`config.mk`:
```
export PLATFORM = sky130hd
export DESIGN_NAME = cc_mem_rd_sched_flat
export DESIGN_NICKNAME = d
export VERILOG_FILES = /design/src/rtl/cc_mem_rd_sched_pkg.sv /design/src/rtl/cc_mem_rd_sched_if.sv /design/src/rtl/cc_mem_rd_sched_tracker.sv /design/src/rtl/cc_mem_rd_sched.sv /design/src/flat_wrapper.sv
export SDC_FILE = /design/constraint.sdc
export NUM_CORES = 1
export LEC_CHECK = 0
export BUFFER_PORTS_ARGS = -buffer_cell sky130_fd_sc_hd__buf_2
export CORE_ASPECT_RATIO = 1.75
export CORE_MARGIN = 2
export CORE_UTILIZATION = 25
export CTS_BUF_LIST = sky130_fd_sc_hd__clkbuf_2 sky130_fd_sc_hd__clkbuf_4 sky130_fd_sc_hd__clkbuf_8
export DETAILED_ROUTE_END_ITERATION = 7
export SYNTH_ARGS = -nofsm -noshare
export SYNTH_HDL_FRONTEND = slang
export SYNTH_HIERARCHICAL = 1
export SYNTH_SLANG_ARGS = --single-unit
```
`constraint.sdc`:
```
create_clock -name clk -period 3.7 [get_ports clk]
set_clock_uncertainty 0.1 [all_clocks]
set_input_delay 0.185 -clock clk [delete_from_list [all_inputs] [get_ports clk]]
set_output_delay 0.185 -clock clk [all_outputs]
set_load 0.1 [all_outputs]
```
`src/rtl/cc_mem_rd_sched_pkg.sv`:
```
// Shared constants and types for the cache-controller memory read scheduler.
// The AR channel always requests one full cache line as a wrapping burst.
package cc_mem_rd_sched_pkg;

  localparam int         CC_BURST_LEN    = 8;
  localparam logic [3:0] CC_ARLEN        = 4'(CC_BURST_LEN - 1);
  localparam logic [2:0] CC_ARSIZE       = 3'b011;
  localparam logic [1:0] CC_ARBURST_WRAP = 2'b10;

  typedef enum logic {
    AR_IDLE = 1'b0,
    AR_REQ  = 1'b1
  } ar_state_t;

endpackage

```
`src/rtl/cc_mem_rd_sched_if.sv`:
```
// AXI read address / read data signals between the scheduler and memory.
// master = scheduler side, slave = memory side.
interface cc_mem_rd_sched_if #(
  parameter int ADDR_W = 32,
  parameter int ID_W   = 4
);

  logic [ID_W-1:0]   mem_arid_o;
  logic [ADDR_W-1:0] mem_araddr_o;
  logic [3:0]        mem_arlen_o;
  logic [2:0]        mem_arsize_o;
  logic [1:0]        mem_arburst_o;
  logic              mem_arvalid_o;
  logic              mem_arready_i;
  logic              mem_rvalid_i;
  logic              mem_rlast_i;
  logic              mem_rready_o;

  modport master (
    output mem_arid_o, mem_araddr_o, mem_arlen_o, mem_arsize_o, mem_arburst_o,
    output mem_arvalid_o, mem_rready_o,
    input  mem_arready_i, mem_rvalid_i, mem_rlast_i
  );

  modport slave (
    input  mem_arid_o, mem_araddr_o, mem_arlen_o, mem_arsize_o, mem_arburst_o,
    input  mem_arvalid_o, mem_rready_o,
    output mem_arready_i, mem_rvalid_i, mem_rlast_i
  );

endinterface

```
`src/rtl/cc_mem_rd_sched_tracker.sv`:
```
// R-channel bookkeeping: beat index, RLAST consistency check and the count of
// bursts whose AR has been accepted but whose last beat has not yet arrived.
module cc_mem_rd_sched_tracker #(
  parameter  int MAX_OUTSTANDING = 2,
  parameter  int BURST_LEN       = 8,
  localparam int BEAT_W          = $clog2(BURST_LEN),
  localparam int OUT_W           = $clog2(MAX_OUTSTANDING + 1)
) (
  input  logic              clk,
  input  logic              rst,
  input  logic              ar_hs,
  input  logic              rvalid,
  input  logic              rlast,
  input  logic              sink_ready,
  output logic              rready,
  output logic [BEAT_W-1:0] beat_idx,
  output logic              fill_done,
  output logic [OUT_W-1:0]  outstanding,
  output logic              err_rlast
);

  localparam logic [BEAT_W-1:0] LAST_BEAT = BEAT_W'(BURST_LEN - 1);

  logic [BEAT_W-1:0] beat_reg, beat_next;
  logic [OUT_W-1:0]  out_reg, out_next;
  logic              done_reg, done_next;
  logic              err_reg, err_next;
  logic              accept;
  logic              burst_end;

  always_ff @(posedge clk) begin
    if (rst) begin
      beat_reg <= '0;
      out_reg  <= '0;
      done_reg <= 1'b0;
      err_reg  <= 1'b0;
    end else begin
      beat_reg <= beat_next;
      out_reg  <= out_next;
      done_reg <= done_next;
      err_reg  <= err_next;
    end
  end

  always_comb begin
    rready    = sink_ready & (out_reg != '0);
    accept    = rvalid & rready;
    burst_end = accept & rlast;
    beat_next = beat_reg;
    err_next  = err_reg;
    done_next = burst_end;
    out_next  = out_reg;
    // RLAST alone closes a burst, so a short or long burst resynchronises the index
    if (accept) begin
      beat_next = (rlast || beat_reg == LAST_BEAT) ? '0 : beat_reg + BEAT_W'(1);
      if (rlast != (beat_reg == LAST_BEAT))
        err_next = 1'b1;
    end
    case ({ar_hs, burst_end})
      2'b10:   out_next = out_reg + OUT_W'(1);
      2'b01:   out_next = out_reg - OUT_W'(1);
      default: out_next = out_reg;
    endcase
  end

  assign beat_idx    = beat_reg;
  assign fill_done   = done_reg;
  assign outstanding = out_reg;
  assign err_rlast   = err_reg;

endmodule

```
`src/rtl/cc_mem_rd_sched.sv`:
```
// Issues cache-line fill bursts on the memory AR channel from the miss queue
// and hands R-channel tracking to the burst tracker.
module cc_mem_rd_sched
  import cc_mem_rd_sched_pkg::*;
#(
  parameter  int MAX_OUTSTANDING = 2,
  parameter  int BURST_LEN       = CC_BURST_LEN,
  parameter  int ADDR_W          = 32,
  parameter  int ID_W            = 4,
  localparam int BEAT_W          = $clog2(BURST_LEN),
  localparam int OUT_W           = $clog2(MAX_OUTSTANDING + 1)
) (
  input  logic               clk,
  input  logic               rst,
  input  logic               enable_i,
  input  logic               req_valid_i,
  input  logic [ADDR_W-1:0]  req_addr_i,
  output logic               req_pop_o,
  cc_mem_rd_sched_if.master  mem,
  input  logic               sink_ready_i,
  output logic [BEAT_W-1:0]  beat_idx_o,
  output logic               fill_done_o,
  output logic [OUT_W-1:0]   outstanding_o,
  output logic               err_rlast_o,
  output logic               idle_o
);

  ar_state_t         state_reg, state_next;
  logic [ADDR_W-1:0] araddr_reg, araddr_next;
  logic [OUT_W-1:0]  outstanding;
  logic              can_issue;
  logic              ar_hs;

  // AR handshake is only counted once accepted, so the cap is checked against completed issues
  assign can_issue = enable_i & req_valid_i & (outstanding < OUT_W'(MAX_OUTSTANDING));
  assign ar_hs     = (state_reg == AR_REQ) & mem.mem_arready_i;

  always_ff @(posedge clk) begin
    if (rst) begin
      state_reg  <= AR_IDLE;
      araddr_reg <= '0;
    end else begin
      state_reg  <= state_next;
      araddr_reg <= araddr_next;
    end
  end

  always_comb begin
    state_next        = state_reg;
    araddr_next       = araddr_reg;
    req_pop_o         = 1'b0;
    mem.mem_arvalid_o = 1'b0;
    case (state_reg)
      AR_IDLE: begin
        if (can_issue) begin
          req_pop_o   = 1'b1;
          araddr_next = req_addr_i;
          state_next  = AR_REQ;
        end
      end
      AR_REQ: begin
        mem.mem_arvalid_o = 1'b1;
        if (mem.mem_arready_i)
          state_next = AR_IDLE;
      end
      default: state_next = AR_IDLE;
    endcase
  end

  assign mem.mem_arid_o    = '0;
  assign mem.mem_araddr_o  = araddr_reg;
  assign mem.mem_arlen_o   = 4'(BURST_LEN - 1);
  assign mem.mem_arsize_o  = CC_ARSIZE;
  assign mem.mem_arburst_o = CC_ARBURST_WRAP;

  cc_mem_rd_sched_tracker #(
    .MAX_OUTSTANDING (MAX_OUTSTANDING),
    .BURST_LEN       (BURST_LEN)
  ) u_tracker (
    .clk         (clk),
    .rst         (rst),
    .ar_hs       (ar_hs),
    .rvalid      (mem.mem_rvalid_i),
    .rlast       (mem.mem_rlast_i),
    .sink_ready  (sink_ready_i),
    .rready      (mem.mem_rready_o),
    .beat_idx    (beat_idx_o),
    .fill_done   (fill_done_o),
    .outstanding (outstanding),
    .err_rlast   (err_rlast_o)
  );

  assign outstanding_o = outstanding;
  assign idle_o        = (state_reg == AR_IDLE) && (outstanding == '0);

endmodule
```
`src/flat_wrapper.sv`:
```
// flat-port wrapper written by rule: the top's interface ports become plain ports
module cc_mem_rd_sched_flat import cc_mem_rd_sched_pkg::*;
#(
  parameter  int MAX_OUTSTANDING = 2,
  parameter  int BURST_LEN       = CC_BURST_LEN,
  parameter  int ADDR_W          = 32,
  parameter  int ID_W            = 4,
  localparam int BEAT_W          = $clog2(BURST_LEN),
  localparam int OUT_W           = $clog2(MAX_OUTSTANDING + 1)
)
  (clk, rst, enable_i, req_valid_i, req_addr_i, req_pop_o, sink_ready_i, beat_idx_o, fill_done_o, outstanding_o, err_rlast_o, idle_o, mem_mem_arid_o, mem_mem_araddr_o, mem_mem_arlen_o, mem_mem_arsize_o, mem_mem_arburst_o, mem_mem_arvalid_o, mem_mem_rready_o, mem_mem_arready_i, mem_mem_rvalid_i, mem_mem_rlast_i);
  cc_mem_rd_sched_if #(.ADDR_W(ADDR_W), .ID_W(ID_W)) mem_i ();
  input  logic clk;
  input  logic rst;
  input  logic enable_i;
  input  logic req_valid_i;
  input  logic [ADDR_W-1:0] req_addr_i;
  output logic req_pop_o;
  input  logic sink_ready_i;
  output logic [BEAT_W-1:0] beat_idx_o;
  output logic fill_done_o;
  output logic [OUT_W-1:0] outstanding_o;
  output logic err_rlast_o;
  output logic idle_o;
  output wire logic [$bits(mem_i.mem_arid_o)-1:0] mem_mem_arid_o;
  output wire logic [$bits(mem_i.mem_araddr_o)-1:0] mem_mem_araddr_o;
  output wire logic [$bits(mem_i.mem_arlen_o)-1:0] mem_mem_arlen_o;
  output wire logic [$bits(mem_i.mem_arsize_o)-1:0] mem_mem_arsize_o;
  output wire logic [$bits(mem_i.mem_arburst_o)-1:0] mem_mem_arburst_o;
  output wire logic [$bits(mem_i.mem_arvalid_o)-1:0] mem_mem_arvalid_o;
  output wire logic [$bits(mem_i.mem_rready_o)-1:0] mem_mem_rready_o;
  input wire logic [$bits(mem_i.mem_arready_i)-1:0] mem_mem_arready_i;
  input wire logic [$bits(mem_i.mem_rvalid_i)-1:0] mem_mem_rvalid_i;
  input wire logic [$bits(mem_i.mem_rlast_i)-1:0] mem_mem_rlast_i;
  assign mem_mem_arid_o = mem_i.mem_arid_o;
  assign mem_mem_araddr_o = mem_i.mem_araddr_o;
  assign mem_mem_arlen_o = mem_i.mem_arlen_o;
  assign mem_mem_arsize_o = mem_i.mem_arsize_o;
  assign mem_mem_arburst_o = mem_i.mem_arburst_o;
  assign mem_mem_arvalid_o = mem_i.mem_arvalid_o;
  assign mem_mem_rready_o = mem_i.mem_rready_o;
  assign mem_i.mem_arready_i = mem_mem_arready_i;
  assign mem_i.mem_rvalid_i = mem_mem_rvalid_i;
  assign mem_i.mem_rlast_i = mem_mem_rlast_i;
  cc_mem_rd_sched #(.MAX_OUTSTANDING(MAX_OUTSTANDING), .BURST_LEN(BURST_LEN), .ADDR_W(ADDR_W), .ID_W(ID_W)) u_core (.clk(clk), .rst(rst), .enable_i(enable_i), .req_valid_i(req_valid_i), .req_addr_i(req_addr_i), .req_pop_o(req_pop_o), .mem(mem_i), .sink_ready_i(sink_ready_i), .beat_idx_o(beat_idx_o), .fill_done_o(fill_done_o), .outstanding_o(outstanding_o), .err_rlast_o(err_rlast_o), .idle_o(idle_o));
endmodule
```
==> impl_metrics.py <==
metrics = {
    "outcome": {
        "status": "complete, no violations",
    },
    "synthesis": {
        "synth_top_cell_by_area": "dfxtp_1",
        "ys_seq_area_share_pct": 39.60,
        "ys_top_cells_by_area": "dfxtp_1, mux2i_1, nand2b_1",
        "synth-simple-area-share_pct": 26.11,
        "synth_top_family_by_area": "simple AND/OR/NAND/NOR gates",
        "yosysWarnings": 6,
        "synth_top_area_share_pct": 39.60,
        "synth_fa_ha_area_share_pct": 2.475,
        "netlist_instances": 196,
        "synth-compound-area-share_pct": 3.218,
        "synth-xor-area-share_pct": 0.8663,
        "yosysUniqueCellTypes": 29,
        "ys_ff_latch": 40,
        "synthMuxAreaShare_pct": 15.84,
        "synth_area_per_cell_sq_um": 10.32,
        "syn-cell-area_sq_mm": 0.002022,
    },
    "die": {
        "fp.dieH_microns": 123.0,
        "io_pins": 96,
        "initial_core_util_pct": 25.57,
        "fp.dieW_microns": 71.98,
        "core-area_sq_mm": 0.007909,
        "die_area_sq_mm": 0.008851,
        "rows": 43,
    },
    "finish": {
        "largest_reg_flops": 32,
        "n_fill_cell": 838,
        "regArea_sq_um": 800.8,
        "syn2layout_area_growth_pct": 22.15,
        "final_nets": 317,
        "most-common-layout-cells": "buf_2, nand2b_1, dfxtp_1",
        "final_common_cell": "buf_2",
        "diodes": 0,
        "fin_cells": 364,
        "multi_input_area_sq_mm": 0.001030,
        "layout-drive-gt1-share_pct": 40.51,
    },
    "power_and_ir_drop": {
        "p_per_area_mw_per_mm2": 448.5,
        "leakagePower_nw": 1.154,
        "peakVddDrop_mv": 0.1730,
    },
    "global_route": {
        "grt_pass1_vias": 1404,
        "gr-total-overflow": 0,
        "grt_usage_pct": 9.013,
        "use_met2_pct": 15.74,
        "use_met1_pct": 9.637,
        "antenna_found_initial": 0,
        "grt_max_degree": 73,
        "grt_pass1_wl_mm": 6.237,
        "grt.busiest_layer": "met2",
        "grt_use_met3_pct": 2.526,
    },
    "clock_network": {
        "numCtsBuffers": 5,
        "ctsResizeCount": 0,
        "cts_root_buffer": "clkbuf_8",
        "cts-hold-fix-buffers": 0,
        "clock_path_buffers": 2,
        "cts_sinks": 40,
        "clk_pin_slew_ns": 0.08,
        "post_cts_buffers": 0,
        "clock_latency_ns": 0.29,
        "cts_tree": "yes",
        "cts_max_level": 2,
    },
    "flow_run": {
        "drv_cap": 0,
    },
    "placed_design": {
        "dp_hpwl_mm": 2.847,
        "place_congestion": 0.7051,
        "placed_cells": 356,
        "io_buffers": 82,
    },
    "sta": {
        "fin_crit_ns": 2.207,
        "max_slew_margin_pct": 42.50,
        "max_slew.worst_pin.slew_ns": 0.8625,
        "finalSetupViolCount": 0,
        "drv_slew": 0,
        "finalHoldViolations": 0,
        "fin_setup_tns_ns": 0,
        "fin_crit_sh_pct": 59.64,
        "rsz0062_at_grt": "false",
        "fmaxAchievable_mhz": 453.2,
    },
    "critical_path": {
        "crit_required_ns": 3.41,
        "crit_type": "reg -> out",
        "cp-start-kind": "flip-flop",
        "cp-end-kind": "primary output",
        "cp_max_fo": 17,
        "worst_ep_arrival_time_ns": 1.92,
    },
    "worst_hold_path": {
        "hold_class": "in -> reg",
    },
    "route": {
        "drc": 0,
        "finalWirelength_mm": 3.860,
        "first_iter_violations": 45,
        "wl_per_cell_microns": 10.60,
        "dr.pass1.iters": 4,
        "num_vias": 1522,
        "postRouteAntennaNets": 0,
        "via_per_inst": 4.181,
    },
}
## stage by stage
stage | worst slack [ns] | power (mW) | utilization, % | cell area [sq um] | hold WS [ns]
final | 1.493 | 1.108 | 31.23 | 2470 | 0.04914
after global routing | 1.356 | 1.170 | 31.23 | 2470 | 0.02957
after CTS | 1.420 | 1.131 | 31.23 | 2470 | 0.03052
after detailed placement | 1.749 | 0.8061 | 30.00 | 2372 | 0.3500
after global placement | 1.779 | 0.8038 | 30.00 | 2372 | 0.3460
after floorplan | 0.5107 | 0.7727 | - | 2063 | 0.1541
## Yosys cell counts, drive strengths merged
master and count:
nand2b 64, dfxtp 40, mux2i 32, buf 21, a21oi 5, ha 4, dlygate4sd1 3, inv 3
nand2 3, nor2 3, conb 2, nand3 2, nor3 2, and2 1, and4bb 1, nand3b 1
nor2b 1, o211a 1, o211ai 1, o21a 1, o21ai 1, o21ba 1, or3 1, xnor2 1
xor2 1
## cell type report
type                    count  share of cell area (%)
flip-flops and latches     40                   32.42
repair buffers             83                   16.92
inverters                   3                  0.4559
clock buffers               8                   3.951
well taps                  90                   4.559
multi-input cells         140                   41.69
## power by group
part	total [mW]	internal [mW]	switching (mW)
clock network	0.315	0.167	0.148
logic	0.330	0.0664	0.263
registers	0.463	0.450	0.0124
total	1.11	0.684	0.424
## critical path, cell delays in order (launching register included)
cell and delay [ns]:
dfxtp_1 0.37, and4bb_2 0.71, buf_2 0.54
## cells by family after synthesis
logic type / count (synthesis)
simple gates: 79
xor+xnor: 2
buf+inv: 27
other cells: 2
flops: 40
mux: 32
compound gates: 10
fa+ha+maj: 4
## final timing paths
kind                            slack (ns)                                  endpoint                                         start  cells past startpoint
worst min register to register        0.36   u_core/u_tracker/err_rlast$_SDFFE_PP0P_       u_core/u_tracker/err_rlast$_SDFFE_PP0P_                      2
worst max register to register        1.78  u_core/mem.mem_araddr_o[10]$_SDFFE_PP0P_  u_core/u_tracker/outstanding[1]$_SDFFE_PP0P_                      3
worst min-delay path                  0.05  u_core/mem.mem_araddr_o[15]$_SDFFE_PP0P_                                req_addr_i[15]                      3
worst max-delay path                  1.49                                 req_pop_o  u_core/u_tracker/outstanding[1]$_SDFFE_PP0P_                      2
## per-layer routing
metal	up-vias	wire length, microns
met3	6	270
met4	0	92
met2	57	1984
met5	-	0
met1	700	1512
li1	759	-
Note: power is estimated with default switching activity, not from simulation.
